===== src/rtl/ula_pkg.sv =====
// rtl/ula_pkg.sv - shared op codes, FSM states and flag bundle for ula_seq
package ula_pkg;

  typedef enum logic [2:0] {
    OP_AND = 3'b000,
    OP_OR  = 3'b001,
    OP_ADD = 3'b010,
    OP_SUB = 3'b011,
    OP_XOR = 3'b100,
    OP_SLT = 3'b101,
    OP_SHL = 3'b110,
    OP_MUL = 3'b111
  } ula_op_t;

  typedef enum logic [1:0] {
    ST_IDLE    = 2'd0,
    ST_MUL_RUN = 2'd1,
    ST_HOLD    = 2'd2
  } ula_state_t;

  typedef struct packed {
    logic v;
    logic c;
    logic z;
    logic n;
  } ula_flags_t;

endpackage


===== src/rtl/ula_seq_if.sv =====
// rtl/ula_seq_if.sv - operand/result handshake bundle between the datapath and ula_seq
interface ula_seq_if #(
  parameter int W = 8
);

  logic         in_valid;
  logic         in_ready;
  logic [W-1:0] A;
  logic [W-1:0] B;
  logic [2:0]   F;
  logic         out_valid;
  logic         out_ready;
  logic [W-1:0] RESULT;
  logic         FLAG_V;
  logic         FLAG_C;
  logic         FLAG_Z;
  logic         FLAG_N;

  modport master (
    output in_valid, A, B, F, out_ready,
    input  in_ready, out_valid, RESULT, FLAG_V, FLAG_C, FLAG_Z, FLAG_N
  );

  modport slave (
    input  in_valid, A, B, F, out_ready,
    output in_ready, out_valid, RESULT, FLAG_V, FLAG_C, FLAG_Z, FLAG_N
  );

endinterface


===== src/rtl/ula_mul_iter.sv =====
// rtl/ula_mul_iter.sv - unsigned W x W shift-add multiplier, one partial product per cycle
module ula_mul_iter #(
  parameter int W = 8
) (
  input  logic           clk,
  input  logic           reset,
  input  logic           start_i,
  input  logic [W-1:0]   mcand_i,
  input  logic [W-1:0]   mplier_i,
  output logic           done_o,
  output logic [2*W-1:0] prod_o
);

  localparam int CW = $clog2(W);

  logic [2*W-1:0] acc_q;
  logic [2*W-1:0] mcand_q;
  logic [W-1:0]   mplier_q;
  logic [CW-1:0]  cnt_q;
  logic           done_q;
  logic [2*W-1:0] addend_d;

  assign addend_d = mplier_q[0] ? mcand_q : '0;

  // The start cycle already folds in multiplier bit 0, so W-1 further steps
  // leave the product registered one cycle before the owner's W-th run cycle ends.
  always_ff @(posedge clk or posedge reset) begin
    if (reset) begin
      acc_q    <= '0;
      mcand_q  <= '0;
      mplier_q <= '0;
      cnt_q    <= '0;
      done_q   <= 1'b0;
    end else begin
      done_q <= 1'b0;
      if (start_i) begin
        acc_q    <= mplier_i[0] ? {{W{1'b0}}, mcand_i} : '0;
        mcand_q  <= {{(W-1){1'b0}}, mcand_i, 1'b0};
        mplier_q <= mplier_i >> 1;
        cnt_q    <= CW'(W-1);
      end else if (cnt_q != '0) begin
        acc_q    <= acc_q + addend_d;
        mcand_q  <= mcand_q << 1;
        mplier_q <= mplier_q >> 1;
        cnt_q    <= cnt_q - CW'(1);
        done_q   <= (cnt_q == CW'(1));
      end
    end
  end

  assign done_o = done_q;
  assign prod_o = acc_q;

endmodule


===== src/rtl/ula_seq.sv =====
// rtl/ula_seq.sv - registered W-bit ALU with valid/ready handshake, full flag set and iterative MUL
module ula_seq
  import ula_pkg::*;
#(
  parameter int W = 8
) (
  input  logic      clk,
  input  logic      reset,
  ula_seq_if.slave  bus
);

  localparam int SHW = $clog2(W);
  localparam logic [2*W-1:0] ONE2W = 1;

  ula_state_t     state_q;
  logic [W-1:0]   result_q;
  ula_flags_t     flags_q;
  logic           out_valid_q;
  logic           in_ready_q;
  logic           neg_q;

  ula_op_t        op_d;
  logic           accept_d;
  logic [W:0]     sum_d;
  logic [W:0]     diff_d;
  logic [W-1:0]   alu_res_d;
  logic           alu_v_d;
  logic           alu_c_d;
  ula_flags_t     alu_flags_d;

  logic [W-1:0]   mag_a_d;
  logic [W-1:0]   mag_b_d;
  logic           mul_start_d;
  logic           mul_done_d;
  logic [2*W-1:0] mul_prod_d;
  logic [2*W-1:0] mul_sprod_d;
  ula_flags_t     mul_flags_d;

  assign op_d     = ula_op_t'(bus.F);
  assign accept_d = in_ready_q && bus.in_valid;
  assign sum_d    = {1'b0, bus.A} + {1'b0, bus.B};
  assign diff_d   = {1'b0, bus.A} - {1'b0, bus.B};

  always_comb begin
    alu_res_d = '0;
    alu_v_d   = 1'b0;
    alu_c_d   = 1'b0;
    case (op_d)
      OP_AND: alu_res_d = bus.A & bus.B;
      OP_OR:  alu_res_d = bus.A | bus.B;
      OP_ADD: begin
        alu_res_d = sum_d[W-1:0];
        alu_c_d   = sum_d[W];
        alu_v_d   = (bus.A[W-1] == bus.B[W-1]) && (sum_d[W-1] != bus.A[W-1]);
      end
      OP_SUB: begin
        alu_res_d = diff_d[W-1:0];
        alu_c_d   = diff_d[W];
        alu_v_d   = (bus.A[W-1] != bus.B[W-1]) && (diff_d[W-1] != bus.A[W-1]);
      end
      OP_XOR: alu_res_d = bus.A ^ bus.B;
      OP_SLT: alu_res_d = W'($signed(bus.A) < $signed(bus.B));
      OP_SHL: alu_res_d = bus.A << bus.B[SHW-1:0];
      default: alu_res_d = '0;
    endcase
    alu_flags_d.v = alu_v_d;
    alu_flags_d.c = alu_c_d;
    alu_flags_d.z = (alu_res_d == '0);
    alu_flags_d.n = alu_res_d[W-1];
  end

  // Multiplier works on magnitudes; the most negative value maps onto itself,
  // which is exactly its unsigned magnitude.
  assign mag_a_d     = bus.A[W-1] ? (~bus.A + W'(1)) : bus.A;
  assign mag_b_d     = bus.B[W-1] ? (~bus.B + W'(1)) : bus.B;
  assign mul_start_d = accept_d && (op_d == OP_MUL);

  ula_mul_iter #(.W(W)) u_mul (
    .clk      (clk),
    .reset    (reset),
    .start_i  (mul_start_d),
    .mcand_i  (mag_a_d),
    .mplier_i (mag_b_d),
    .done_o   (mul_done_d),
    .prod_o   (mul_prod_d)
  );

  // Overflow whenever the upper W+1 bits of the signed product are not a pure sign extension.
  assign mul_sprod_d   = neg_q ? (~mul_prod_d + ONE2W) : mul_prod_d;
  assign mul_flags_d.v = (mul_sprod_d[2*W-1:W-1] != {(W+1){mul_sprod_d[W-1]}});
  assign mul_flags_d.c = 1'b0;
  assign mul_flags_d.z = (mul_sprod_d[W-1:0] == '0);
  assign mul_flags_d.n = mul_sprod_d[W-1];

  always_ff @(posedge clk or posedge reset) begin
    if (reset) begin
      state_q     <= ST_IDLE;
      result_q    <= '0;
      flags_q     <= '0;
      out_valid_q <= 1'b0;
      in_ready_q  <= 1'b1;
      neg_q       <= 1'b0;
    end else begin
      case (state_q)
        ST_IDLE: begin
          if (accept_d) begin
            in_ready_q <= 1'b0;
            if (op_d == OP_MUL) begin
              neg_q   <= bus.A[W-1] ^ bus.B[W-1];
              state_q <= ST_MUL_RUN;
            end else begin
              result_q    <= alu_res_d;
              flags_q     <= alu_flags_d;
              out_valid_q <= 1'b1;
              state_q     <= ST_HOLD;
            end
          end
        end
        ST_MUL_RUN: begin
          if (mul_done_d) begin
            result_q    <= mul_sprod_d[W-1:0];
            flags_q     <= mul_flags_d;
            out_valid_q <= 1'b1;
            state_q     <= ST_HOLD;
          end
        end
        ST_HOLD: begin
          if (bus.out_ready) begin
            out_valid_q <= 1'b0;
            in_ready_q  <= 1'b1;
            state_q     <= ST_IDLE;
          end
        end
        default: begin
          out_valid_q <= 1'b0;
          in_ready_q  <= 1'b1;
          state_q     <= ST_IDLE;
        end
      endcase
    end
  end

  assign bus.in_ready  = in_ready_q;
  assign bus.out_valid = out_valid_q;
  assign bus.RESULT    = result_q;
  assign bus.FLAG_V    = flags_q.v;
  assign bus.FLAG_C    = flags_q.c;
  assign bus.FLAG_Z    = flags_q.z;
  assign bus.FLAG_N    = flags_q.n;

endmodule


===== src/flat_wrapper.sv =====
// flat-port wrapper written by rule: the top's interface ports become plain ports
module ula_seq_flat import ula_pkg::*;
#(
  parameter int W = 8
)
  (clk, reset, bus_in_valid, bus_A, bus_B, bus_F, bus_out_ready, bus_in_ready, bus_out_valid, bus_RESULT, bus_FLAG_V, bus_FLAG_C, bus_FLAG_Z, bus_FLAG_N);
  ula_seq_if #(.W(W)) bus_i ();
  input  logic clk;
  input  logic reset;
  input wire logic [$bits(bus_i.in_valid)-1:0] bus_in_valid;
  input wire logic [$bits(bus_i.A)-1:0] bus_A;
  input wire logic [$bits(bus_i.B)-1:0] bus_B;
  input wire logic [$bits(bus_i.F)-1:0] bus_F;
  input wire logic [$bits(bus_i.out_ready)-1:0] bus_out_ready;
  output wire logic [$bits(bus_i.in_ready)-1:0] bus_in_ready;
  output wire logic [$bits(bus_i.out_valid)-1:0] bus_out_valid;
  output wire logic [$bits(bus_i.RESULT)-1:0] bus_RESULT;
  output wire logic [$bits(bus_i.FLAG_V)-1:0] bus_FLAG_V;
  output wire logic [$bits(bus_i.FLAG_C)-1:0] bus_FLAG_C;
  output wire logic [$bits(bus_i.FLAG_Z)-1:0] bus_FLAG_Z;
  output wire logic [$bits(bus_i.FLAG_N)-1:0] bus_FLAG_N;
  assign bus_i.in_valid = bus_in_valid;
  assign bus_i.A = bus_A;
  assign bus_i.B = bus_B;
  assign bus_i.F = bus_F;
  assign bus_i.out_ready = bus_out_ready;
  assign bus_in_ready = bus_i.in_ready;
  assign bus_out_valid = bus_i.out_valid;
  assign bus_RESULT = bus_i.RESULT;
  assign bus_FLAG_V = bus_i.FLAG_V;
  assign bus_FLAG_C = bus_i.FLAG_C;
  assign bus_FLAG_Z = bus_i.FLAG_Z;
  assign bus_FLAG_N = bus_i.FLAG_N;
  ula_seq #(.W(W)) u_core (.clk(clk), .reset(reset), .bus(bus_i));
endmodule

===== config.mk =====
export PLATFORM = sky130hd
export DESIGN_NAME = ula_seq_flat
export DESIGN_NICKNAME = d
export VERILOG_FILES = /design/src/rtl/ula_pkg.sv /design/src/rtl/ula_seq_if.sv /design/src/rtl/ula_mul_iter.sv /design/src/rtl/ula_seq.sv /design/src/flat_wrapper.sv
export SDC_FILE = /design/constraint.sdc
export NUM_CORES = 1
export LEC_CHECK = 0
export CORE_UTILIZATION = 45
export DETAILED_ROUTE_END_ITERATION = 10
export HOLD_SLACK_MARGIN = 0.05
export PLACE_DENSITY_LB_ADDON = 0.15
export SLEW_MARGIN = 20
export SYNTH_ARGS = -nofsm -noshare
export SYNTH_HDL_FRONTEND = slang
export SYNTH_SLANG_ARGS = --single-unit

===== constraint.sdc =====
create_clock -name clk -period 4.4 [get_ports clk]
set_input_delay 0.88 -clock clk [delete_from_list [all_inputs] [get_ports clk]]
set_output_delay 0.88 -clock clk [all_outputs]
set_load 0.01 [all_outputs]

==> results of run 1 <==
final cells by class:
type / instances / area [um2] / share of cell area
Clock buffer: 12 / 246 / 0.0396
Clock inverter: 4 / 98.8 / 0.0159
Inverter: 34 / 128 / 0.0205
Multi-Input combinational cell: 550 / 3620 / 0.583
Sequential cell: 58 / 1450 / 0.234
Tap cell: 143 / 179 / 0.0288
Timing Repair Buffer: 53 / 488 / 0.0785
worst max-delay path, stage by stage:
cell,delay [ns]
clkdlybuf4s50_1,0.57
inv_1,0.13
ha_1,0.23
fa_1,0.39
o21bai_1,0.15
a21o_1,0.17
mux2i_1,0.10
nor4b_2,0.26
a21oi_1,0.15
or4b_1,0.58
nor4b_2,0.22
a31o_1,0.17
final timing paths:
kind | slack, ns | start | end | depth (start not counted)
max | 0.67 | bus_A[0] | u_core.bus.FLAG_Z$_DFFE_PP0P_ | 12
min | 0.48 | u_core.bus.RESULT[4]$_DFFE_PP0P_ | u_core.bus.RESULT[4]$_DFFE_PP0P_ | 2
max reg2reg | 1.51 | u_core.u_mul.mplier_q[0]$_DFFE_PP0P_ | u_core.u_mul.prod_o[15]$_DFFE_PP0P_ | 12
min reg2reg | 0.48 | u_core.bus.RESULT[4]$_DFFE_PP0P_ | u_core.bus.RESULT[4]$_DFFE_PP0P_ | 2
max in group asynchronous | 2.55 | reset | u_core.u_mul.mcand_q[5]$_DFFE_PP0P_ | 3
min in group asynchronous | 1.03 | reset | u_core.bus.RESULT[2]$_DFFE_PP0P_ | 2
registers in the layout (all words and copies together) (netlist names):
register / count
u_core.bus.in_ready: 1
u_core.u_mul.mcand_q: 15
u_core.bus.FLAG_N: 1
u_core.bus.FLAG_Z: 1
u_core.bus.out_valid: 1
u_core.bus.RESULT: 7
u_core.u_mul.mplier_q: 7
u_core.neg_q: 1
u_core.u_mul.cnt_q: 3
u_core.bus.FLAG_C: 1
u_core.state_q: 2
u_core.u_mul.prod_o: 16
u_core.bus.FLAG_V: 1
u_core.u_mul.done_o: 1
cells by family (layout without fill, tap and decap cells):
| family | count (synthesis) | count (layout) | synth area share |
|---|---|---|---|
| DFF | 58 | 58 | 0.271 |
| adders and majority gates | 50 | 50 | 0.121 |
| and+or+nand+nor | 260 | 260 | 0.234 |
| xor gates and xnor gates | 36 | 36 | 0.0589 |
| muxes | 16 | 16 | 0.0374 |
| buffers and inverters | 72 | 103 | 0.0528 |
| AOI/OAI and AO/OA | 188 | 188 | 0.225 |
placed cells by master (no fill, tap or decap), types with 4 or more instances in the layout:
master and count:
nor2_1 51, inv_1 31, nor2b_1 10, and2_1 16, o21a_1 4, nand2b_1 7
clkdlybuf4s50_1 36, a21o_1 4, ha_1 47, o22ai_1 8, nor3_1 15, nand2_1 104
o21ai_0 41, o31ai_1 8, nand3_1 14, xor2_1 11, dfrtp_1 57, nand4_1 4
and3_1 16, clkbuf_16 9, a2111oi_0 4, o211ai_1 7, or3_1 4, buf_4 17
nor3b_1 4, a211oi_1 6, xnor2_1 25, a21oi_1 55, a31oi_1 12, mux2i_1 11
power by group through the flow:
stage / Sequential, mW / Combinational (mW) / Clock, mW
after global routing: 0.858 / 1.12 / 0.861
after global placement: 0.832 / 0.982 / 0
final: 0.833 / 1.01 / 0.826
after detailed placement: 0.839 / 1.00 / 0
after CTS: 0.833 / 1.01 / 0.835
after floorplan: 0.796 / 0.689 / 0
metal layers:
metal,vias to the layer above,part of all wire,GRT usage
li1,2473,-,-
met1,2451,0.47,0.332
met2,132,0.47,0.413
met3,21,0.043,0.0361
met4,0,0.020,0.0883
met5,-,0,0
through the flow:
stage | cells | total power, mW | hold WS (ns)
after floorplan | 680 | 1.49 | 0.463
after global placement | 838 | 1.81 | 0.467
after detailed placement | 838 | 1.84 | 0.483
after CTS | 854 | 2.67 | 0.495
after global routing | 854 | 2.83 | 0.525
final | 854 | 2.66 | 0.485
==> impl_metrics.py, run 1 <==
metrics = {
    "status": {
        "status": "finished, violations left",
        "violations": "DRC",
    },
    "clock_network": {
        "clockRootBuffer": "clkbuf_16",
        "post_cts_buffers": 0,
        "clock_sinks": 58,
        "ctsLongestPathBuffers": 2,
        "cts_resized": 0,
        "ctsHoldBuffers": 0,
        "clkTransAtPathRegs_ns": 0.05,
        "cts_tree": "yes",
        "htree_levels": 3,
        "clock_latency_ns": 0.33,
        "cts-buffers-inserted": 9,
    },
    "global_route": {
        "grt_use_total": 0.249,
        "grt_pass1_vias": 4872,
        "grt_pass1_wl_um": 24400,
        "antenna_found_initial": 0,
        "grt_max_degree": 38,
        "grt_overflow": 0,
    },
    "placement": {
        "placed_cell_area_um2": 5870,
        "pre_cts_slack_ns": 0.376,
        "dp_hpwl_um": 11200,
        "routabilityCongestion": 0.903,
        "portBuffers": 36,
    },
    "route": {
        "route.final.wire_length_um": 14700,
        "via_per_inst": 5.94,
        "ant_nets": 0,
        "num_vias": 5077,
        "post_drt_wl_per_cell_um": 17.3,
        "drtPass1Iterations": 8,
        "drt_iter0_drc": 291,
        "drc_errors": 4,
    },
    "sta": {
        "min_period_ns": 3.73,
        "setup_slack_ns": 0.665,
        "fmax_ghz": 0.268,
        "period_share": 0.849,
        "setup_tns_ns": 0,
        "setup_violations": 0,
        "tightestPinTransition_ns": 0.802,
        "slew_headroom": 0.464,
        "finalHoldViolations": 0,
        "drv_slew": 0,
        "skew_ns": 0.00489,
        "rsz0062_at_grt": "false",
    },
    "final_layout": {
        "area_delta_synth_final_pct": 16.0,
        "final_cell_area_um2": 6220,
        "antenna_cells_inserted": 0,
        "post-route-util": 0.540,
        "layout-drive-gt1-share": 0.0703,
        "fillerInstances": 1095,
        "final_net_count": 779,
    },
    "pwr": {
        "internal_power_mw": 1.69,
        "combPwrFrac": 0.378,
        "powerDensity_nw_per_um2": 429,
        "p_clk_frac": 0.310,
        "switching_share": 0.368,
        "seq_power_share": 0.313,
        "ir_worst_vdd_v": 0.000196,
        "power_leakage_nw": 2.70,
        "p_sw_mw": 0.980,
    },
    "synth": {
        "synthesis.area_um2": 5360,
        "synth_top_area_cell": "dfrtp_1",
        "ys.flop_type": "dfrtp_1",
        "synthArstFlopShare": 1.00,
        "ys_top_cells_by_count": "nand2_1, dfrtp_1, a21oi_1",
        "synth_cell_types": 70,
        "synth_nets": 753,
        "synth_top_area_share": 0.266,
        "syn_avg_cell_area_um2": 7.88,
        "yosysWarnings": 0,
        "synth_edf_count": 0,
        "synthCells": 680,
        "synthMostInstantiatedCell": "nand2_1",
        "synth.ff_latch_count": 58,
        "seq_area_frac_synth": 0.271,
        "synthTopCellsByArea": "dfrtp_1, ha_1, nand2_1",
    },
    "job": {
        "cap_violations": 0,
    },
    "floorplan": {
        "rows": 39,
        "initial_core_util": 0.465,
        "boundaryPins": 37,
        "die_x_um": 111,
        "die_h_um": 111,
        "core_area_um2": 11500,
        "dieArea_um2": 12300,
    },
    "min_path": {
        "hold_class": "reg2reg",
    },
    "critical_path": {
        "start_kind": "input pin",
        "cp-end-kind": "register",
        "path_class": "in2reg",
        "crit_required_ns": 4.67,
        "cp_max_fo": 5,
        "cp.arrival_ns": 4.00,
    },
}
No activity file was read; power rests on OpenSTA's default activity.
==> run 2: changes to the inputs <==
==> constraint.sdc (replaced) <==
create_clock -name clk -period 3.36 [get_ports clk]
set_input_delay 0.672 -clock clk [delete_from_list [all_inputs] [get_ports clk]]
set_output_delay 0.672 -clock clk [all_outputs]
set_load 0.01 [all_outputs]
==> run 2 against run 1 <==
The run still ends with DRC left. Cell area grew 5.2%. Clock skew rose by 0.0019 ns. Flip-flop and latch count stayed put. Combinational power up 39%. Power rose by 26%. Register-to-register slack worse by 1.2 ns. First-iteration DRC count is 14% higher. Wire length increased by 3.1%. Hold slack worse by 0.012 ns. Via count is 2.3% higher. Critical path depth decreased by 1. Global-route usage grew 0.52 points. Critical endpoint unchanged. Largest power group unchanged. Highest routed layer unchanged.
==> impl_metrics.py, run 2 (same netlist as run 1, synthesis figures left out) <==
metrics = {
    "status": {
        "status": "finished, violations left",
        "violations": "DRC",
    },
    "sta": {
        "setup_slack_ns": 0.205,
        "tightestPinTransition_ns": 1.02,
        "hold_ws_ns": 0.473,
        "period_share": 0.939,
        "setup_violations": 0,
        "min_period_ns": 3.16,
        "slew_headroom": 0.323,
        "skew_ns": 0.00680,
        "drv_slew": 0,
        "fmax_ghz": 0.317,
        "finalHoldViolations": 0,
        "rsz0062_at_grt": "false",
    },
    "pwr": {
        "ir_worst_vdd_v": 0.000236,
        "power_mw": 3.35,
        "power_leakage_nw": 2.91,
        "powerDensity_nw_per_um2": 512,
    },
    "placement": {
        "dp_hpwl_um": 11900,
        "routabilityCongestion": 0.908,
        "placed_cell_area_um2": 6210,
        "pre_cts_slack_ns": -0.347,
        "portBuffers": 36,
        "placed_cells": 883,
    },
    "floorplan": {
        "dieArea_um2": 12300,
        "boundaryPins": 37,
        "initial_core_util": 0.465,
        "core_area_um2": 11500,
        "die_x_um": 111,
        "die_h_um": 111,
        "rows": 39,
    },
    "global_route": {
        "grt_pass1_wl_um": 25100,
        "grt_use_total": 0.255,
        "grt_pass1_vias": 5056,
        "grt_overflow": 0,
        "grt_max_degree": 31,
        "top_usage_layer": "met2",
        "grt_use_met2": 0.437,
        "antenna_found_initial": 0,
        "globalRouteMet1Util": 0.331,
        "grt_use_met3": 0.0334,
    },
    "critical_path": {
        "crit_required_ns": 3.62,
        "start_kind": "input pin",
        "path_class": "in2reg",
        "crit_start": "bus_A[3]",
        "regToRegStartpoint": "u_core.u_mul.mplier_q[0]$_DFFE_PP0P_",
        "cp-end-kind": "register",
        "cp_max_fo": 6,
        "cp.arrival_ns": 3.42,
    },
    "clock_network": {
        "clock_sinks": 58,
        "cts-buffers-inserted": 9,
        "htree_levels": 3,
        "ctsLongestPathBuffers": 2,
        "ctsHoldBuffers": 0,
        "clock_latency_ns": 0.33,
        "clockRootBuffer": "clkbuf_16",
        "clkTransAtPathRegs_ns": 0.05,
        "cts_tree": "yes",
    },
    "min_path": {
        "hold_class": "reg2reg",
        "holdCritStartpoint": "u_core.bus.RESULT[4]$_DFFE_PP0P_",
    },
    "final_layout": {
        "layoutNonFillerInstCount": 900,
        "area_delta_synth_final_pct": 22.0,
        "largest_reg_flops": 16,
        "final_cell_area_um2": 6540,
        "final_cell_mix": "nand2_1, buf_4, dfrtp_1",
        "antenna_cells_inserted": 0,
        "layout-drive-gt1-share": 0.141,
        "mostFrequentLayoutCell": "nand2_1",
        "final_net_count": 825,
        "fillerInstances": 1056,
    },
    "route": {
        "num_vias": 5192,
        "route.final.wire_length_um": 15200,
        "post_drt_wl_per_cell_um": 16.9,
        "ant_nets": 0,
        "drt_iter0_drc": 331,
        "drtPass1Iterations": 10,
        "via_per_inst": 5.77,
        "drc_errors": 4,
    },
    "job": {
        "cap_violations": 0,
    },
}
run 2: cell types whose count changed in the layout (fill, tap and decap cells not counted), sizes merged:
cell	previous run	this run
dlymetal6s2s	0	2
buf	17	63
clkbuf	12	10
clkdlybuf4s50	36	34
clkinvlp	0	3
bufinv	3	0
inv	33	35
run 2: per-layer routing:
layer  part of all wire  wire (um)  vias up
met1               0.45       6890     2493
met3              0.041        616       22
met2               0.49       7420      125
met5                  0          0        -
li1                   -          -     2552
met4              0.018        269        0
run 2: metrics by stage:
stage                util  setup TNS [ns]
floorplan               -               0
global placement    0.539          -0.969
detailed placement  0.539           -1.56
CTS                 0.564               0
global route        0.568               0
finish              0.568               0
run 2: area by class of cell:
type	count	area, um2	share of cell area
Timing Repair Buffer	99	838	0.128
Clock inverter	6	41.3	0.00632
Tap cell	143	179	0.0274
Clock buffer	10	239	0.0366
Sequential cell	58	1450	0.222
Inverter	34	128	0.0195
Multi-Input combinational cell	550	3660	0.560
run 2: worst paths after layout:
kind | end | slack, ns | depth (start not counted)
max | u_core.bus.FLAG_Z$_DFFE_PP0P_ | 0.20 | 11
min | u_core.bus.RESULT[4]$_DFFE_PP0P_ | 0.47 | 2
max reg2reg | u_core.u_mul.prod_o[15]$_DFFE_PP0P_ | 0.31 | 12
min reg2reg | u_core.bus.RESULT[4]$_DFFE_PP0P_ | 0.47 | 2
max in group asynchronous | u_core.u_mul.mcand_q[5]$_DFFE_PP0P_ | 1.89 | 3
min in group asynchronous | u_core.u_mul.prod_o[15]$_DFFE_PP0P_ | 0.76 | 2
run 2: power breakdown:
part | total (mW) | leakage, nW | internal [mW] | switching [mW]
registers | 1.09 | 0.754 | 0.871 | 0.219
clock network | 0.858 | 0.131 | 0.518 | 0.340
logic | 1.40 | 2.03 | 0.651 | 0.747
run 2: repair_timing:
| item | 4_1_cts | 5_1_grt |
|---|---|---|
| buffers inserted | 0 | 1 |
| pin swaps | 0 | 7 |
| setup endpoints to repair | 1 | 5 |
| resized for setup | 1 | 13 |
run 2: critical path, cell delays in order:
cell and delay, ns:
clkdlybuf4s50_1 0.48, inv_1 0.08, ha_2 0.38, inv_1 0.08, a21o_1 0.21, mux2i_1 0.16, nor4b_4 0.31, a21oi_2 0.09
or4b_1 0.48, nor4b_2 0.29, a31o_1 0.17
==> run 3: changes to the inputs <==
--- a/config.mk
+++ b/config.mk
@@ -5,11 +5,12 @@
 export SDC_FILE = /design/constraint.sdc
 export NUM_CORES = 1
 export LEC_CHECK = 0
+export CORE_ASPECT_RATIO = 1.75
 export CORE_UTILIZATION = 45
 export DETAILED_ROUTE_END_ITERATION = 10
 export HOLD_SLACK_MARGIN = 0.05
 export PLACE_DENSITY_LB_ADDON = 0.15
-export SLEW_MARGIN = 20
+export SLEW_MARGIN = 30
 export SYNTH_ARGS = -nofsm -noshare
 export SYNTH_HDL_FRONTEND = slang
 export SYNTH_SLANG_ARGS = --single-unit
==> run 3 against run 2 <==
The run now ends clean. Setup slack got worse by 0.16 ns. Clock power increased by 14%. Power increased by 3.8%. Sequential power barely moved. Critical path type unchanged. Largest power group unchanged.
==> impl_metrics.py, run 3 (same netlist as run 1, synthesis figures left out) <==
metrics = {
    "sta": {
        "setup_violations": 0,
        "drv_slew": 0,
        "fmax_ghz": 0.301,
        "period_share": 0.988,
        "setup_tns_ns": 0,
        "min_period_ns": 3.32,
        "skew_ns": 0.00608,
        "finalHoldViolations": 0,
        "slew_headroom": 0.594,
        "tightestPinTransition_ns": 0.608,
    },
    "critical_path": {
        "path_class": "in2reg",
        "rr_endpoint": "u_core.bus.FLAG_V$_DFFE_PP0P_",
        "cp-end-kind": "register",
        "start_kind": "input pin",
        "path_buf_inv": 2,
        "cpLargestDelayFamily": "simple AND/OR/NAND/NOR gates",
        "path_cells": "clkdlybuf4s50_1 > inv_1 > ha_2 > fa_2 > o21bai_1 > a21o_1 > mux2i_2 > nor4b_4 > a21oi_2 > or4b_1 > nor4b_2 > a31o_1",
        "regToRegStartpoint": "u_core.u_mul.prod_o[3]$_DFFE_PP0P_",
        "worst_path_largest_cell_delay_ns": 0.50,
        "cp_max_fo": 2,
        "cp_num_cells": 12,
        "r2r_slack_ns": 0.52,
        "crit_required_ns": 3.63,
        "cp.arrival_ns": 3.58,
        "reg2regPathDepth": 8,
        "crit_path_top_delay_cell": "or4b_1",
    },
    "route": {
        "via_per_inst": 5.86,
        "drc_errors": 0,
        "ant_nets": 0,
        "route.final.wire_length_um": 16200,
        "drtPass1Iterations": 5,
        "post_drt_wl_per_cell_um": 18.2,
        "num_vias": 5206,
        "drt_iter0_drc": 271,
    },
    "floorplan": {
        "rows": 52,
        "die_x_um": 84.5,
        "dieArea_um2": 12400,
        "initial_core_util": 0.463,
        "boundaryPins": 37,
        "die_h_um": 146,
        "core_area_um2": 11600,
    },
    "placement": {
        "placed_cell_area_um2": 6180,
        "routabilityCongestion": 0.952,
        "portBuffers": 36,
        "dp_hpwl_um": 12800,
        "placed_cells": 870,
    },
    "clock_network": {
        "ctsLongestPathBuffers": 2,
        "clockRootBuffer": "clkbuf_16",
        "clock_sinks": 58,
        "clkTransAtPathRegs_ns": 0.05,
        "clock_latency_ns": 0.33,
        "htree_levels": 3,
        "cts_tree": "yes",
        "cts-buffers-inserted": 9,
    },
    "global_route": {
        "grt_use_met3": 0.0379,
        "globalRouteMet1Util": 0.273,
        "antenna_found_initial": 0,
        "grt_use_met2": 0.505,
        "grt_use_total": 0.276,
        "top_usage_layer": "met2",
        "grt_max_degree": 33,
        "grt_pass1_vias": 5294,
        "grt_pass1_wl_um": 26400,
        "grt_overflow": 0,
    },
    "final_layout": {
        "layoutNonFillerInstCount": 888,
        "final_cell_mix": "nand2_1, buf_4, dfrtp_1",
        "antenna_cells_inserted": 0,
        "area_delta_synth_final_pct": 22.1,
        "layout-drive-gt1-share": 0.134,
        "largest_reg_flops": 16,
        "post-route-util": 0.565,
        "final_cell_area_um2": 6540,
        "fillerInstances": 1086,
        "final_net_count": 821,
        "mostFrequentLayoutCell": "nand2_1",
    },
    "pwr": {
        "seq_power_share": 0.317,
        "power_leakage_nw": 2.91,
        "switching_share": 0.372,
        "ir_worst_vdd_v": 0.000253,
        "combPwrFrac": 0.402,
        "powerDensity_nw_per_um2": 531,
        "p_sw_mw": 1.29,
        "p_clk_frac": 0.281,
        "internal_power_mw": 2.18,
    },
    "min_path": {
        "min_to": "u_core.bus.RESULT[0]$_DFFE_PP0P_",
        "holdCritStartpoint": "u_core.bus.RESULT[0]$_DFFE_PP0P_",
        "hold_class": "reg2reg",
        "hold_depth": 2,
    },
    "job": {
        "cap_violations": 0,
    },
    "status": {
        "status": "finished, final reports clean",
    },
}
[run 3: worst max-delay path by stage]
| stage | end | slack (ns) | start |
|---|---|---|---|
| 5_1_grt | u_core.bus.FLAG_Z$_DFFE_PP0P_ | -0.05 | bus_A[0] |
| 3_5_place_dp | u_core.bus.FLAG_Z$_DFFE_PP0P_ | -0.29 | bus_A[0] |
| 2_1_floorplan | u_core.bus.FLAG_N$_DFFE_PP0P_ | 0.27 | bus_B[1] |
| 4_1_cts | u_core.bus.FLAG_Z$_DFFE_PP0P_ | 0.04 | bus_A[0] |
| 6_report | u_core.bus.FLAG_Z$_DFFE_PP0P_ | 0.04 | bus_A[0] |
| 3_3_place_gp | u_core.bus.FLAG_Z$_DFFE_PP0P_ | -0.24 | bus_A[0] |
[run 3: through the flow]
stage          hold WS, ns  power, mW  setup slack [ns]
2_1_floorplan        0.463       1.95             0.266
3_3_place_gp         0.477       2.45            -0.244
3_5_place_dp         0.488       2.48            -0.285
4_1_cts              0.500       3.48            0.0415
5_1_grt              0.528       3.71           -0.0459
6_report             0.502       3.47            0.0412
[run 3: area by class of cell]
| class | count | area, um2 | share of cell area |
|---|---|---|---|
| repair buffers | 95 | 816 | 0.125 |
| clock buffers | 11 | 243 | 0.0371 |
| inverters | 34 | 128 | 0.0195 |
| well taps | 135 | 169 | 0.0258 |
| flip-flops and latches | 58 | 1450 | 0.222 |
| multi-input cells | 550 | 3660 | 0.559 |
| clock inverters | 5 | 77.6 | 0.0119 |
[run 3: metal layers]
metal / wire [um] / part of all wire
met5: 0 / 0
met4: 1370 / 0.085
met3: 389 / 0.024
met2: 8570 / 0.53
met1: 5870 / 0.36
[run 3: what timing repair did]
item / in CTS / in global routing
hold buffers: 0 / 0
gates resized for setup: 0 / 8
endpoints found under the setup margin: 0 / 2
setup buffers: 0 / 2
[run 3: worst min-delay path, cell delays in order, from the launching register on]
cell and delay (ns):
dfrtp_1 0.34, nand2_1 0.06, o221ai_1 0.06
[run 3: power by group through the flow]
stage               sequential (mW)  clock [mW]  combinational [mW]
floorplan                      1.04           0               0.902
global placement               1.10           0                1.35
detailed placement             1.11           0                1.38
CTS                            1.10       0.998                1.39
global route                   1.13        1.03                1.55
finish                         1.10       0.976                1.40
